`src/rtl/io_output_buffer_pkg.sv`:
```
// Shared defines (WORD_SIZE, IO_OUT_DEPTH) and package for the IO output buffer.
// Optional feature macro: IO_OUT_DROP_COUNT_EN (adds the drop_count port).
`ifndef WORD_SIZE
`define WORD_SIZE 16
`endif
`ifndef IO_OUT_DEPTH
`define IO_OUT_DEPTH 8
`endif

package io_output_buffer_pkg;
  localparam int WORD_W        = `WORD_SIZE;
  localparam int DEFAULT_DEPTH = `IO_OUT_DEPTH;
  localparam int DROP_W        = 8;

  typedef logic [WORD_W-1:0] word_t;

  // Increment that sticks at the all-ones value instead of wrapping.
  function automatic logic [DROP_W-1:0] sat_inc(input logic [DROP_W-1:0] v);
    return (&v) ? v : v + 1'b1;
  endfunction
endpackage

```
`src/rtl/io_fifo_mem.sv`:
```
// DEPTH x WIDTH register file: one synchronous write port, one asynchronous read port.
module io_fifo_mem #(
  parameter int DEPTH = 8,
  parameter int WIDTH = 16,
  localparam int AW   = $clog2(DEPTH)
) (
  input  logic             clk,
  input  logic             we,
  input  logic [AW-1:0]    waddr,
  input  logic [WIDTH-1:0] wdata,
  input  logic [AW-1:0]    raddr,
  output logic [WIDTH-1:0] rdata
);
  logic [WIDTH-1:0] mem [DEPTH];

  // NOTE: storage has no reset; validity is tracked by the pointers and count,
  // so clearing the array would only cost reset fan-out.
  always_ff @(posedge clk) begin
    if (we) mem[waddr] <= wdata;
  end

  assign rdata = mem[raddr];
endmodule

```
`src/rtl/io_output_buffer.sv`:
```
// First-word fall-through output buffer between the IO decoder and a ready/valid consumer.
// Define IO_OUT_DROP_COUNT_EN to add the saturating drop_count output.
module io_output_buffer
  import io_output_buffer_pkg::*;
#(
  parameter int DEPTH = DEFAULT_DEPTH
) (
  input  logic                      clk,
  input  logic                      areset,
  input  logic                      out_write,
  input  logic [`WORD_SIZE-1:0]     io_out,
  input  logic                      flush,
  output logic                      tx_valid,
  input  logic                      tx_ready,
  output logic [`WORD_SIZE-1:0]     tx_data,
  output logic [$clog2(DEPTH):0]    count,
  output logic                      full,
  output logic                      empty,
  output logic                      overflow
`ifdef IO_OUT_DROP_COUNT_EN
  ,
  output logic [DROP_W-1:0]         drop_count
`endif
);
  localparam int AW = $clog2(DEPTH);
  localparam int CW = AW + 1;

  logic [AW-1:0] wr_ptr, rd_ptr;
  logic [CW-1:0] count_q;
  logic          overflow_q;
  logic          push, pop, drop;

  assign full     = (count_q == CW'(DEPTH));
  assign empty    = (count_q == '0);
  assign tx_valid = ~empty;
  assign count    = count_q;
  assign overflow = overflow_q;

  // A pop frees a slot in the same edge, so a full buffer still accepts a push.
  assign pop  = tx_valid & tx_ready;
  assign push = out_write & (~full | pop);
  assign drop = out_write & full & ~pop;

  // NOTE: state uses non-blocking assignments so every register samples
  // pre-edge values regardless of statement order.
  always_ff @(posedge clk or negedge areset) begin
    if (!areset) begin
      wr_ptr     <= '0;
      rd_ptr     <= '0;
      count_q    <= '0;
      overflow_q <= 1'b0;
    end else if (flush) begin
      wr_ptr     <= '0;
      rd_ptr     <= '0;
      count_q    <= '0;
      overflow_q <= 1'b0;
    end else begin
      if (push) wr_ptr <= wr_ptr + 1'b1;
      if (pop)  rd_ptr <= rd_ptr + 1'b1;
      if (push && !pop)      count_q <= count_q + 1'b1;
      else if (pop && !push) count_q <= count_q - 1'b1;
      if (drop) overflow_q <= 1'b1;
    end
  end

`ifdef IO_OUT_DROP_COUNT_EN
  always_ff @(posedge clk or negedge areset) begin
    if (!areset)   drop_count <= '0;
    else if (flush) drop_count <= '0;
    else if (drop)  drop_count <= sat_inc(drop_count);
  end
`endif

  io_fifo_mem #(
    .DEPTH (DEPTH),
    .WIDTH (`WORD_SIZE)
  ) u_mem (
    .clk   (clk),
    .we    (push & ~flush),
    .waddr (wr_ptr),
    .wdata (io_out),
    .raddr (rd_ptr),
    .rdata (tx_data)
  );
endmodule

```
`config.mk`:
```
export PLATFORM = sky130hd
export DESIGN_NAME = io_output_buffer
export DESIGN_NICKNAME = d
export VERILOG_FILES = /design/src/rtl/io_output_buffer_pkg.sv /design/src/rtl/io_fifo_mem.sv /design/src/rtl/io_output_buffer.sv
export SDC_FILE = /design/constraint.sdc
export NUM_CORES = 1
export LEC_CHECK = 0
export BUFFER_PORTS_ARGS = -buffer_cell sky130_fd_sc_hd__buf_2
export CAP_MARGIN = 20
export CORE_ASPECT_RATIO = 0.75
export CORE_UTILIZATION = 60
export DETAILED_ROUTE_END_ITERATION = 8
export GPL_TIMING_DRIVEN = 0
export PLACE_DENSITY_LB_ADDON = 0.08
export SETUP_SLACK_MARGIN = 0.5
export SYNTH_ARGS = -nofsm -noshare
export SYNTH_HDL_FRONTEND = slang
export SYNTH_SLANG_ARGS = --single-unit
export TNS_END_PERCENT = 1
```
`constraint.sdc`:
```
create_clock -name clk -period 6.48 [get_ports clk]
set_input_delay 1.296 -clock clk [delete_from_list [all_inputs] [get_ports clk]]
set_output_delay 1.296 -clock clk [all_outputs]
set_load 0.02 [all_outputs]
```
Yosys cells after proc, flatten, opt, wreduce, memory -nomap -nowiden:

Memories as Yosys holds them, arrays and structs flattened.
Cells that the tools add are included.

* $add $sub $neg: 4
* multiply operators: 0
* div/mod/pow operators: 0
* magnitude comparators: 0
* equal/unequal tests: 1
* shift operators: 0
* mux-type cells: 11
* bitwise logic cells: 10
* reduce and logical (&&, ||, !) cells: 9

Operators by type and width (number)
* 3-bit two-way mux: 4
* 4-bit two-way mux: 3
* 3-bit by 1-bit adder with 3-bit output, second input constant: 2
* 2-bit nonzero test: 3
* 1-bit bitwise AND: 5
* 4-bit by 1-bit adder with 4-bit output, second input constant: 1
* 4-bit equality test, second input constant: 1
* 4-bit zero test: 1
* 1-bit two-way mux: 4
* 1-bit NOT: 4
* 4-bit by 1-bit subtractor with 4-bit output, second input constant: 1
* 3-bit nonzero test: 1
* 1-bit logical AND: 2
* 1-bit zero test: 2
* 1-bit OR: 1

* register bits after elaboration: 11
* bits in latches: 0
* bits in writable memories: 128
* ROM bits: 0
* output and inout port bits: 24
* memories: 1

Memory list
* u_mem.mem: depth 8, width 16, rd ports 1, clocked after memory_dff 0, wr ports 1, line io_fifo_mem.sv:14 `logic [WIDTH-1:0] mem [DEPTH];`

Longest topological paths before layout:

Gate-level depths: netlist (run 1).

* depth after elaboration: 10
* depth in mapped cells: 9
* depth with buffers taken out: 8

Modules after synthesis:

A second synthesis (run 1) with hierarchy kept.

* cells, all modules: 273
* area total of the unflattened synthesis: 5683.0 um^2

By module, submodules not included
* io_fifo_mem: times used 1, cells each 198, area an instance 4973.5 um^2, sequential area each 3843.7 um^2
* io_output_buffer: times used 1, cells each 75, area an instance 709.4 um^2, sequential area each 275.3 um^2

Worst setup path before layout (run 1):

No wires, ideal clock.

* kind: input to register
* start point: input port out_write
* end point: memory u_mem.mem[0][0], enable pin
* arrival: 3.343 ns
* required time: 6.044 ns
* slack: 2.701 ns
* stages on the path: 3
* path through: buf_2 -> o21ai_4 -> nor4b_1

* word-level cells in the longest chain between the ends: 4

Ends and longest elaborated chain
* start, declared: line io_output_buffer.sv:10 `input logic out_write,`
* 1-bit bitwise AND: line io_output_buffer.sv:41 `assign push = out_write & (~full | pop);`
* 1-bit bitwise AND: line io_output_buffer.sv:79 `.we (push & ~flush),`
* 1-bit two-way mux: line io_fifo_mem.sv:19 `if (we) mem[waddr] <= wdata;`
* 1-bit two-way mux (not written as such): line io_fifo_mem.sv:19
* end, declared: line io_fifo_mem.sv:14

Every way passes these cells.

Final worst setup path (run 1):

* start point: register rd_ptr[1]
* end point: output port tx_data[11]

* word-level cells in the longest chain between the ends: 1

Ends and longest elaborated chain
* start, declared: line io_output_buffer.sv:28 `logic [AW-1:0] wr_ptr, rd_ptr;`
* start signal, assigned: line io_output_buffer.sv:59 `if (pop) rd_ptr <= rd_ptr + 1'b1;`
* memory read 8 x 16 bit
* end, declared: line io_output_buffer.sv:15 `` output logic [`WORD_SIZE-1:0] tx_data, ``

Every way passes these cells.

==> impl_summary.md, run 1 <==
STA
The final critical delay including setup and external delays is 3.53 ns. The slew of the pin with the lowest slew margin is 0.984 ns. The final setup violation count is 0. The remaining max-slew budget at the tightest pin is 33.8%. The number of endpoints with negative hold slack in the final report is 0.

Static timing analysis puts the maximum clock frequency at 283 MHz. The part of the cycle the worst path needs is 54.4%. The final total negative setup slack is 0 ns. The max-slew violation count is 0.

Once routing completed, OpenROAD measured the worst setup slack at 2.95 ns. Setup repair after global routing left no endpoint under its margin. Clock skew on the completed layout was measured at 0.00732 ns.

Drt
The post-detailed-routing wire length is 10,700 µm. Summed over all nets, wire length on met3 after detailed routing comes to 577 µm. The detailed router put a total of 4860 µm of wire on met1.

The detailed router used layers up to and including met4. In this run the remaining antenna-violating nets after routing total 0. Using the TritonRoute via totals, the vias-per-cell ratio works out to 5.78. The detailed-route DRC error count is 0. The routed layout has 2,822 vias. The length of the first detailed-routing pass in iterations is 4.

The post-detailed-route wirelength per cell is 21.8 µm. The first-iteration detailed-routing DRC count is 261. Wire segments on met2 add up to 5110 µm in the final route.

Yosys
The number of nets in the synthesized netlist is 300. The post-synthesis register bit count is 139. In the post-synthesis netlist, the biggest area contributors are edfxtp_1 (67%), mux4_1 (7.4%), mux4_2 (6.3%). Summing every instance area after synthesis gives 5700 µm². The Yosys step of the flow raised 0 warnings. Synthesis instantiated 40 different standard cells from the library. Of the post-synthesis cell area, the dominant cell type holds 67.4%. Of all cell types, the one taking the most synthesized area is edfxtp_1. Sequential cells were found to cover 72.2% of the synthesized design area. The count of mapped cells out of synthesis is 274. The mean area per synthesized cell is 20.8 µm².

Outcome
The flow ran to the end, and the final reports show no timing, DRC or antenna violations.

Global route
The via count of the first global-routing pass is 2,983. The number of antenna violations at the first check in global routing is 0. Summed over all layers, the global routing overflow is 0. The global router's overall resource usage is 24.5%. Entering global routing, the biggest net connects 17 pins. The wire length of the first global-routing pass is 16,600 µm.

Floorplanning
45 I/O pins were placed. The die covers 9900 µm². The chip height is 86.4 µm. In this run the horizontal extent of the chip is 115 µm. The standard-cell row count is 30.

The initial utilization of the core area, before any placement, comes to 62.5%. The core footprint is 9120 µm².

Power
Net switching is 28.1% of the power. In this run, the clock network consumes 35.0% of the power. Internal power comes to 0.00195 W.

The peak supply drop is 0.258 mV. The design draws 0.00271 W. The net switching power of the design is 0.000762 W.

For this design the static power due to leakage is 2.38 nW. The sequential fraction of design power is 38.6%. Power spread over the standard cell area amounts to 398 nW/µm². The share of power burned in combinational logic is 26.3%.

Placement
Port buffering added 44 buffers. The total cell area at the placement stage is 6230 µm². Prior to clock tree synthesis, the placed netlist has a worst setup slack of 3.15 ns. At the end of routability-driven placement, the weighted congestion stood at 0.881. Counting tap cells, the placed design contains a total of 456 instances. The sum of net half-perimeters after detailed placement is 6870 µm.

Clock tree
The TritonCTS clock tree is yes. The tree is rooted in a clkbuf_16. The clock buffer count from CTS is 17. After clock tree synthesis, the clock-pin slew on the worst setup and hold paths is 0.06 ns. After clock tree synthesis, the flow added hold-fix buffers numbering 0. The post-CTS resize count is 0.

For the worst-skew pair, the clock arrives at the later sink with an insertion delay of 0.41 ns. CTS built an H-tree with a depth of 4. The clock passes through at most 2 buffers. The number of clock sinks is 139. Once the clock tree was built, the setup fixing pass inserted 0 buffers.

Finish
From synthesis to final layout, the design area changed by 19.5%. Leaving out fill and tap cells, the most frequent cell in the layout is edfxtp_1. The count of non-filler cells in the finished layout is 488. Cells with a size suffix above 1 make up 39.2% of the layout. At the end of the flow, the number of nets in the layout was 373. The final standard cell area without fillers is 6820 µm².

The top cell types in the final layout, fill and taps aside, are edfxtp_1 (128), buf_2 (49), clkbuf_16 (17). The diode insertion count for antenna repair is 0.

Setup path
The type of element launching the critical path is a flip-flop. For flop-to-flop paths, the worst setup slack is 4.05 ns. STA classifies the critical path endpoint as an output pin.

For the worst flop-to-flop path, the logic depth is 8. Of all nets on the critical path, the largest fanout is 10. The arrival time of data at the critical path endpoint is 2.23 ns. The capture point of the worst reg-to-reg path is count[3]$_DFFE_PN0P_. The setup path with the least slack is of type flip-flop to output pin. The data required time at the worst endpoint is 5.18 ns.

The startpoint identified for the worst register-to-register timing path is count[2]$_DFFE_PN0P_.

Hold path
The worst hold path belongs to the class flip-flop to flip-flop. The worst hold path endpoint is overflow$_DFFE_PN0P_. The worst hold path startpoint is overflow$_DFFE_PN0P_.

The worst hold path was traced through 2 stages.

Run
Across the run, the number of max-cap violations was 0.
-- logic make-up (layout without fill, tap and decap cells) --
family,Yosys count,after routing,share of synthesized area (%)
AOI/OAI and AO/OA,16,16,2.70
xor gates and xnor gates,7,7,1.08
adders and majority gates,5,5,1.23
buffers and inverters,19,105,2.04
DFF,139,139,72.2
muxes,51,51,17.4
and+or+nand+nor,37,37,3.36
-- how the worst max path moves through the flow --
stage,endpoint,slack [ns],cells past startpoint,startpoint
after floorplan,u_mem.mem[0][0]$_DFFE_PP_,2.70,3,out_write
after global placement,u_mem.mem[0][2]$_DFFE_PP_,0.86,4,tx_ready
after detailed placement,u_mem.mem[4][6]$_DFFE_PP_,3.15,5,tx_ready
after CTS,tx_data[4],2.91,5,rd_ptr[1]$_DFFE_PN0P_
after global routing,tx_data[12],2.86,5,rd_ptr[1]$_DFFE_PN0P_
final,tx_data[11],2.95,5,rd_ptr[1]$_DFFE_PN0P_
-- metrics by stage --
stage               hold WS, ns  util [%]
floorplan                 0.582         -
global placement          0.575      66.7
detailed placement        0.604      68.3
CTS                       0.618      74.7
global route              0.684      74.7
finish                    0.625      74.7
-- final cells by class --
cell class	instances	area (µm²)
timing repair buffer	54	333
clock inverter	12	149
clock buffer	20	437
buffer	14	97.6
multi-input combinational	116	1500
fill	552	2300
tap	128	160
sequential	139	4120
inverter	5	18.8
-- synthesized netlist by cell type --
cell      instances
edfxtp_1        128
mux2i_1           3
or2_2             1
ha_1              4
nand2_1           4
mux2_2           16
buf_6             5
nand4b_1          1
nand3b_1          2
a21o_2            1
clkbuf_1          3
nor2_1           15
o31ai_1           2
buf_2             5
xnor2_1           3
nor3_1            4
inv_1             5
o21ba_2           1
a21oi_1           2
a31oi_1           1
or2b_1            1
o311a_4           1
or3_4             1
or3b_2            1
nor4b_1           1
o21ai_4           1
mux4_2           16
o21bai_1          1
fa_1              1
nor4_1            1
mux4_1           16
clkbuf_2          1
nand2b_1          2
a211oi_4          1
o21ai_2           1
xor2_1            4
dfrtp_1          11
a211oi_1          1
nand3_1           3
o211ai_1          3
-- state kept, by name, summed over array words and instances, names as in the netlist --
| register | flops |
|---|---|
| count | 4 |
| wr_ptr | 3 |
| rd_ptr | 3 |
| u_mem.mem | 128 |
| overflow | 1 |
-- power by group through the flow --
stage	Clock [W]	Sequential, W	Combinational, W
2_1_floorplan	0	0.00108	0.000520
3_3_place_gp	0	0.00107	0.000698
3_5_place_dp	0	0.00107	0.000716
4_1_cts	0.000961	0.00105	0.000724
5_1_grt	0.000992	0.00105	0.000776
6_report	0.000951	0.00105	0.000714
-- critical path, stage by stage, from the launching register on --
cell      delay (ns)
dfrtp_1         0.34
clkbuf_1        0.30
buf_2           0.37
mux4_1          0.36
mux2_2          0.29
buf_2           0.16
-- metal layers --
metal / GRT usage [%] / vias to the layer above
li1: - / 1281
met1: 34.9 / 1447
met2: 37.4 / 84
met3: 6.08 / 10
met4: 9.21 / 0
met5: 0 / -
No activity file was read; power rests on OpenSTA's default activity.
==> run 2, diff against run 1 <==
--- a/config.mk
+++ b/config.mk
@@ -5,10 +5,11 @@
 export SDC_FILE = /design/constraint.sdc
 export NUM_CORES = 1
 export LEC_CHECK = 0
+export ABC_AREA = 1
 export BUFFER_PORTS_ARGS = -buffer_cell sky130_fd_sc_hd__buf_2
 export CAP_MARGIN = 20
 export CORE_ASPECT_RATIO = 0.75
-export CORE_UTILIZATION = 60
+export CORE_UTILIZATION = 54
 export DETAILED_ROUTE_END_ITERATION = 8
 export GPL_TIMING_DRIVEN = 0
 export PLACE_DENSITY_LB_ADDON = 0.08
==> constraint.sdc (replaced) <==
create_clock -name clk -period 3.1 [get_ports clk]
set_input_delay 0.62 -clock clk [delete_from_list [all_inputs] [get_ports clk]]
set_output_delay 0.62 -clock clk [all_outputs]
set_load 0.02 [all_outputs]
==> impl_summary.md, run 2 <==
Drt
The first-iteration detailed-routing DRC count is 472 (+81%). The count of antenna-violating nets left after detailed routing is 0 (unchanged). The post-detailed-routing wire length was 12,900 µm (+21%). The via count is 3,751 (+33%). The vias per cell is 5.53 (-4.3%).

The post-detailed-route wirelength per cell is 19.1 µm (-13%). The length of the first detailed-routing pass in iterations is 5 (+1). The detailed-route DRC error count is 0 (unchanged).

Yosys
The multiplexer fraction of the synthesized cell area is 2.77% (-15 points). The cell area after synthesis was 5770 µm² (+1.2%). The number of warnings issued by yosys came to 0 (unchanged). The async set-or-reset flop fraction in the synthesized netlist came to 7.91% (unchanged). The xor and xnor fraction of the mapped netlist area came to 0.152% (-0.92 points). By area the synthesized netlist is led by edfxtp_1 (67%), o21ai_0 (5.0%), nor2_1 (4.9%). The area share of the largest cell type after synthesis came to 66.6% (-0.82 points). The post-synthesis register bit count is 139 (unchanged). Counting instances in the post-synthesis netlist gives the leading cell types as edfxtp_1 (128), nor2_1 (76), nand2_1 (73), o21ai_0 (58). The number of enable flip-flop cells after synthesis is 128 (unchanged). The largest family of logic cells by synthesized area is simple AND/OR/NAND/NOR gates. In the synthesized netlist the dominant register cell turns out to be edfxtp_1. The adder-cell area share of the yosys netlist is 1.21% (-0.015 points). The area fraction in compound gates after synthesis was 8.43% (+5.7 points). The most common cell in the synthesized netlist is edfxtp_1. The number of nets in the synthesized netlist is 485 (+62%). The mean area per synthesized cell is 12.6 µm² (-40%).

The simple-gate share of the synthesized area is 13.0% (+9.6 points). The number of unique standard cell types used by synthesis was 34 (-15%). The biggest area contributor in the post-synthesis netlist is edfxtp_1. The sequential-to-total area share from yosys stat is 71.3% (-0.88 points). The count of mapped cells out of synthesis is 459 (+68%).

Global route
The total congestion overflow is 0 (unchanged). The via count of the first global-routing pass came to 3,509 (+18%). The pin count of the biggest net entering global routing is 17 (unchanged). The wire length of the first global-routing pass is 19,700 µm (+19%). The global router's overall resource usage is 25.6% (+1.1 points). The number of antenna violations at the first check in global routing is 0 (unchanged).

STA
For this run, the top clock speed supported by timing is 396 MHz. The final critical delay including setup and external delays is 2.53 ns. The number of endpoints with negative hold slack in the final report was 0 (unchanged).

The final setup violation count came to 0 (unchanged). The final total negative setup slack is 0 ns (unchanged). The max-slew violation count is 0 (unchanged).

Setup repair after global routing could not meet its margin everywhere. The worst clock skew on the final layout is 0.00492 ns (-0.00240 ns). The slew of the pin with the lowest slew margin is 0.987 ns (+0.00300 ns).

The final hold slack was 0.0708 ns (-0.554 ns). Dividing the final minimum period by the clock period gives 81.6%. The remaining max-slew budget at the tightest pin is 34.1% (+0.28 points).

Clock tree
TritonCTS built the clock tree. The clock latency on the worst-skew pair was 0.42 ns (about the same). The hold-fix buffer count after cts was 0 (unchanged).

The maximum buffer depth of the clock tree is 2 (unchanged). The clock buffer count from CTS is 17 (unchanged). The H-tree level count is 4 (unchanged). The tree is rooted in a clkbuf_16. The number of clock sinks came to 139 (unchanged). The clock-pin transition on the worst setup and hold timing paths is 0.05 ns (about the same).

Finish
Compared with the post-synthesis result, the final layout area differs by 20.6%. The number of fillers in the final layout came to 745 (+35%). The diode insertion count for antenna repair is 0 (unchanged). The top cell types in the final layout, fill and taps aside, are edfxtp_1 (128), nand2_1 (73), nor2_1 (68). Leaving out fill and tap cells, the most frequent cell in the layout is edfxtp_1. The final layout net count came to 555 (+49%). The share of final-layout standard cells stronger than drive strength 1 was 23.1% (-16 points). The utilization of the core after routing came to 67.4% (-7.3 points). The flip-flop count of the largest register after layout came to 128 (unchanged).

The register with the most flip-flops in the final layout is u_mem.mem.

Floorplanning
The standard-cell row count is 32 (+6.7%). The chip height is 91.5 µm (+5.9%). The effective utilization at floorplan is 55.9% (-6.6 points). The boundary pin count was 45 (unchanged). The die outline width is 121 µm (+5.9%).

The core footprint is 10,300 µm² (+13%). The floorplan die area is 11,100 µm² (+12%).

Setup path
The largest fanout on the critical path is 10 (unchanged). The number of cells on the worst reg-to-reg path is 7 (-1). The launch point of the worst reg-to-reg path is count[3]$_DFFE_PN0P_. In this run the worst setup path begins at rd_ptr[1]$_DFFE_PN0P_. The arrival time of data at the critical path endpoint came to 1.91 ns (-0.32 ns). The type of the worst setup path is flip-flop to output pin. The type of destination of the critical path is an output pin.

The type of element launching the critical path is a flip-flop. The data required time at the worst endpoint is 2.48 ns (-2.70 ns).

Placement
The final weighted congestion in routability-driven placement is 0.766 (-13%). The count of input and output buffers is 44 (unchanged). The sum of net half-perimeters after detailed placement came to 8120 µm (+18%).

Outcome
The run finished with clean final reports.

Power
The post-route total power was 0.00624 W (+130%). The total power divided by cell area was 896 nW/µm² (+120%). The peak supply drop is 0.621 mV (+140%). The cell leakage power was 2.61 nW (+9.3%).

Hold path
The min-delay analysis places its worst path in the category input port to async pin.

Run
The reported max-cap violation count is 0 (unchanged).
## run 2: cell count changes after synthesis, sizes merged, moves of 3 or more
cell | previous run | this run
mux4 | 32 | 0
o21ai | 2 | 70
clkbuf | 4 | 10
nor3 | 4 | 1
nor2 | 15 | 81
mux2 | 16 | 0
o22ai | 0 | 16
mux2i | 3 | 16
inv | 5 | 15
xor2 | 4 | 0
o211ai | 3 | 0
a21oi | 2 | 5
nand3 | 3 | 7
nand2 | 4 | 79
## run 2: cell families after synthesis
logic type      count (synthesis)
buf+inv                        38
simple gates                  169
fa+ha+maj                       5
xor+xnor                        1
flops                         139
mux                            16
compound gates                 91
## run 2: worst paths after layout
kind,endpoint,slack (ns)
max,tx_data[13],0.57
min,overflow$_DFFE_PN0P_,0.07
max reg2reg,u_mem.mem[6][8]$_DFFE_PP_,0.90
min reg2reg,overflow$_DFFE_PN0P_,0.54
max in group asynchronous,rd_ptr[1]$_DFFE_PN0P_,2.82
min in group clk,u_mem.mem[0][15]$_DFFE_PP_,0.47
## run 2: final cells by class
type | instances | area, µm² | area share (%)
flip-flops and latches | 139 | 4120 | 59.1
clock buffers | 18 | 429 | 6.16
plain buffers | 22 | 151 | 2.17
inverters | 16 | 68.8 | 0.988
multi-input cells | 282 | 1500 | 21.5
repair buffers | 51 | 307 | 4.40
well taps | 136 | 170 | 2.44
clock inverters | 14 | 224 | 3.22
## run 2: per-stage QoR
step | worst slack, ns | instance area, µm² | cells
after detailed placement | 0.642 | 6250 | 644
after CTS | 0.453 | 6920 | 676
after global routing | 0.458 | 6960 | 678
final | 0.572 | 6960 | 678
after global placement | 0.0407 | 6160 | 639
after floorplan | 1.01 | 5770 | 459
## run 2: layer usage
metal  routed length, µm  up-vias  part of all wire, %  track usage [%]
li1                    -     1769                    -                -
met1                5910     1820                   46             36.6
met2                5850      144                   45             38.0
met3                 933       18                  7.2             6.41
met4                 234        0                  1.8             8.95
met5                   0        -                    0                0
## run 2: worst max-delay path, stage by stage, from the launching register on
cell and delay (ns):
dfrtp_1 0.40, buf_2 0.20, clkbuf_4 0.22, nor2_1 0.11, o21ai_0 0.08, o21ai_0 0.11
nand2_1 0.10, nand2_1 0.11, buf_2 0.16
## run 2: what timing repair did
action                                  4_1_cts  5_1_grt
endpoints found under the setup margin       16       16
hold endpoints to repair                      0        0
cloned                                        0        0
buffers inserted                              0        2
resized for setup                             6       19
## run 2: power by group
part	switching [W]	internal [W]
registers	0.0000566	0.00212
logic	0.00120	0.000612
clock network	0.000752	0.00150
==> run 3, diff against run 2 <==
--- a/config.mk
+++ b/config.mk
@@ -5,11 +5,11 @@
 export SDC_FILE = /design/constraint.sdc
 export NUM_CORES = 1
 export LEC_CHECK = 0
-export ABC_AREA = 1
+export ABC_AREA = 0
 export BUFFER_PORTS_ARGS = -buffer_cell sky130_fd_sc_hd__buf_2
 export CAP_MARGIN = 20
 export CORE_ASPECT_RATIO = 0.75
-export CORE_UTILIZATION = 54
+export CORE_UTILIZATION = 59
 export DETAILED_ROUTE_END_ITERATION = 8
 export GPL_TIMING_DRIVEN = 0
 export PLACE_DENSITY_LB_ADDON = 0.08
==> constraint.sdc (replaced) <==
create_clock -name clk -period 2.51 [get_ports clk]
set_input_delay 0.502 -clock clk [delete_from_list [all_inputs] [get_ports clk]]
set_output_delay 0.502 -clock clk [all_outputs]
set_load 0.02 [all_outputs]
==> impl_summary.md, run 3 (synthesized netlist as in run 1, its figures left out) <==
STA
The post-layout worst setup margin is -0.107 ns (-0.679 ns). The number of endpoints with negative hold slack in the final report is 0 (unchanged). The final total negative setup slack is -1.26 ns (-1.26 ns).

Setup repair after global routing could not meet its margin everywhere. The worst clock skew on the final layout is 0.00658 ns (+0.00166 ns). The smallest clock period supported by the final layout is computed as 2.62 ns. The remaining max-slew budget at the tightest pin is 43.4% (+9.3 points). The max-slew violation count was 0 (unchanged). The highest clock rate is 382 MHz. The final setup violation count was 16 (+16). The part of the cycle the worst path needs is 104%. The slew of the pin with the lowest slew margin is 0.845 ns (-0.142 ns).

Outcome
The flow ran to the end, but the final reports show violations. The final reports fail on setup timing.

Power
The share of power burned in combinational logic is 33.8% (+4.8 points). The internal power summed over all cells is 0.00531 W (+25%). The peak supply drop came to 0.599 mV (-3.5%). The net switching power of the design came to 0.00218 W (+8.5%).

The switching share of total power is 29.1% (-3.1 points). The cell leakage power came to 2.47 nW (-5.2%). The sequential fraction of design power is 36.8% (+1.8 points). The clock power share is 29.4% (-6.7 points). The total power divided by cell area came to 1050 nW/µm² (+17%).

Setup path
The critical path's largest stage delay is 0.53 ns (+0.13 ns). The critical path in this run is classified as flip-flop to output pin. On the critical path, the stage with the largest delay is an instance of mux4_2.

The arrival time of data at the critical path endpoint is 2.11 ns (+0.20 ns). The worst setup path is captured at an output pin. The data required time at the worst endpoint is 2.01 ns (-0.47 ns).

The largest fanout on the critical path was 8 (-2). STA classifies the critical path startpoint as a flip-flop. The cell seen most often among critical-path stages is buf_12. The start point of the critical path is rd_ptr[0]$_DFFE_PN0P_. The launch point of the worst reg-to-reg path is count[1]$_DFFE_PN0P_.

The critical path goes through buf_12 > buf_12 > mux4_2 > mux2_4 > buf_6.

Clock tree
The clock latency on the worst-skew pair is 0.40 ns (-0.02 ns). The number of clock sinks is 139 (unchanged). The clock-pin transition on the worst setup and hold timing paths is 0.05 ns (about the same). The clock buffer count from CTS came to 17 (unchanged).

The maximum buffer depth of the clock tree came to 2 (unchanged). The H-tree level count is 4 (unchanged). TritonCTS built the clock tree.

The tree is rooted in a clkbuf_16.

Finish
The leading cell type in the layout, fill and taps excluded is edfxtp_1. u_mem.mem holds more flip-flops than any other register. The count of non-filler cells in the finished layout is 495 (-27%). The share of final-layout standard cells stronger than drive strength 1 is 49.0% (+26 points). The library cells used most frequently in the layout, excluding fill and tap cells, are edfxtp_1 (128), buf_2 (33), mux4_2 (31). Compared with the post-synthesis result, the final layout area differs by 25.4%. The flip-flop count of the largest register after layout is 128 (unchanged).

The final layout net count is 380 (-32%). The diode insertion count for antenna repair is 0 (unchanged).

Drt
The first-iteration detailed-routing DRC count is 213 (-55%). The detailed-route DRC error count came to 0 (unchanged). The vias per cell is 5.98 (+8.0%). The post-detailed-routing wire length is 11,600 µm (-10%). The post-detailed-route wirelength per cell came to 23.4 µm (+23%). The count of antenna-violating nets left after detailed routing was 0 (unchanged). The length of the first detailed-routing pass in iterations is 4 (-1).

The via count is 2,959 (-21%).

Global route
The number of antenna violations at the first check in global routing was 0 (unchanged). The wire length of the first global-routing pass is 17,300 µm (-12%). The via count of the first global-routing pass came to 3,024 (-14%).

The pin count of the biggest net entering global routing is 17 (unchanged). The total congestion overflow is 0 (unchanged). The global router's overall resource usage is 25.1% (-0.42 points).

Floorplanning
The standard-cell row count is 30 (-6.3%). The core footprint is 9200 µm² (-11%). The chip height is 87.1 µm (-4.8%). The effective utilization at floorplan was 62.0% (+6.1 points).

The boundary pin count is 45 (unchanged). The die outline width is 116 µm (-4.8%). The floorplan die area is 10,100 µm² (-9.4%).

Placement
The count of input and output buffers is 44 (unchanged). The final weighted congestion in routability-driven placement is 0.811 (+5.9%). The number of instances in the placed design was 454 (-30%). The sum of net half-perimeters after detailed placement was 6770 µm (-17%).

Hold path
The path class of the tightest hold or removal check is input port to flip-flop. The startpoint identified for the worst hold timing path is io_out[8].

Run
The reported max-cap violation count was 0 (unchanged).
run 3: cell types whose count changed in the layout (fill, tap and decap cells not counted), sizes merged, moves of 5 or more:
cell and change:
clkinv +5, mux2i -13, o22ai -16, bufinv -5, inv -11, mux2 +16, mux4 +32, nor2 -66
o21ai -68, nand2 -75
run 3: power groups by stage:
stage | logic (W) | registers [W] | clock network (W)
CTS | 0.00213 | 0.00273 | 0.00223
floorplan | 0.00135 | 0.00278 | 0
global route | 0.00271 | 0.00276 | 0.00231
global placement | 0.00181 | 0.00275 | 0
finish | 0.00253 | 0.00275 | 0.00220
detailed placement | 0.00187 | 0.00276 | 0
run 3: worst paths after layout:
check / slack (ns) / depth (start not counted) / to
worst max-delay path: -0.11 / 5 / tx_data[13]
worst min-delay path: 0.36 / 1 / u_mem.mem[4][8]$_DFFE_PP_
worst max register to register: 0.18 / 4 / u_mem.mem[4][9]$_DFFE_PP_
worst min register to register: 0.64 / 2 / overflow$_DFFE_PN0P_
max in group asynchronous: 1.76 / 2 / count[1]$_DFFE_PN0P_
min in group asynchronous: 0.51 / 2 / wr_ptr[0]$_DFFE_PN0P_
run 3: stage by stage:
step | utilization, % | setup WS (ns) | power, W | hold WS, ns | cell area (µm²)
floorplan | - | 0.0359 | 0.00413 | 0.206 | 5720
global placement | 66.3 | -1.12 | 0.00456 | 0.394 | 6100
detailed placement | 68.2 | -0.0777 | 0.00463 | 0.394 | 6270
CTS | 75.8 | -0.120 | 0.00709 | 0.351 | 6970
global route | 77.8 | -0.147 | 0.00778 | 0.369 | 7150
finish | 77.8 | -0.107 | 0.00748 | 0.365 | 7150
run 3: per-layer routing:
metal	global-route usage, %	vias up	wire length, µm
met5	0	-	0
met4	9.92	0	182
met3	6.68	19	857
met2	38.8	112	5520
met1	34.8	1547	5020
li1	-	1281	-
run 3: repair_timing:
item / 4_1_cts / 5_1_grt
endpoints found under the setup margin: 108 / 115
pin swaps: 8 / 17
hold buffers: 1 / 0
hold endpoints to repair: 11 / 0
gates cloned: 0 / 3
setup buffers: 3 / 2
resized for setup: 45 / 44
run 3: final cells by class:
class,count,area [µm²]
clock inverter,11,78.8
multi-input combinational,116,1620
inverter,5,18.8
buffer,14,145
fill,472,2040
timing repair buffer,61,568
sequential,139,4120
clock buffer,21,440
tap,128,160
run 3: worst max-delay path: cells and delay by family, from the launching register on:
family / cells / cell delay, ns
muxes: 2 / 0.83
buffers and inverters: 3 / 0.45
DFF: 1 / 0.42
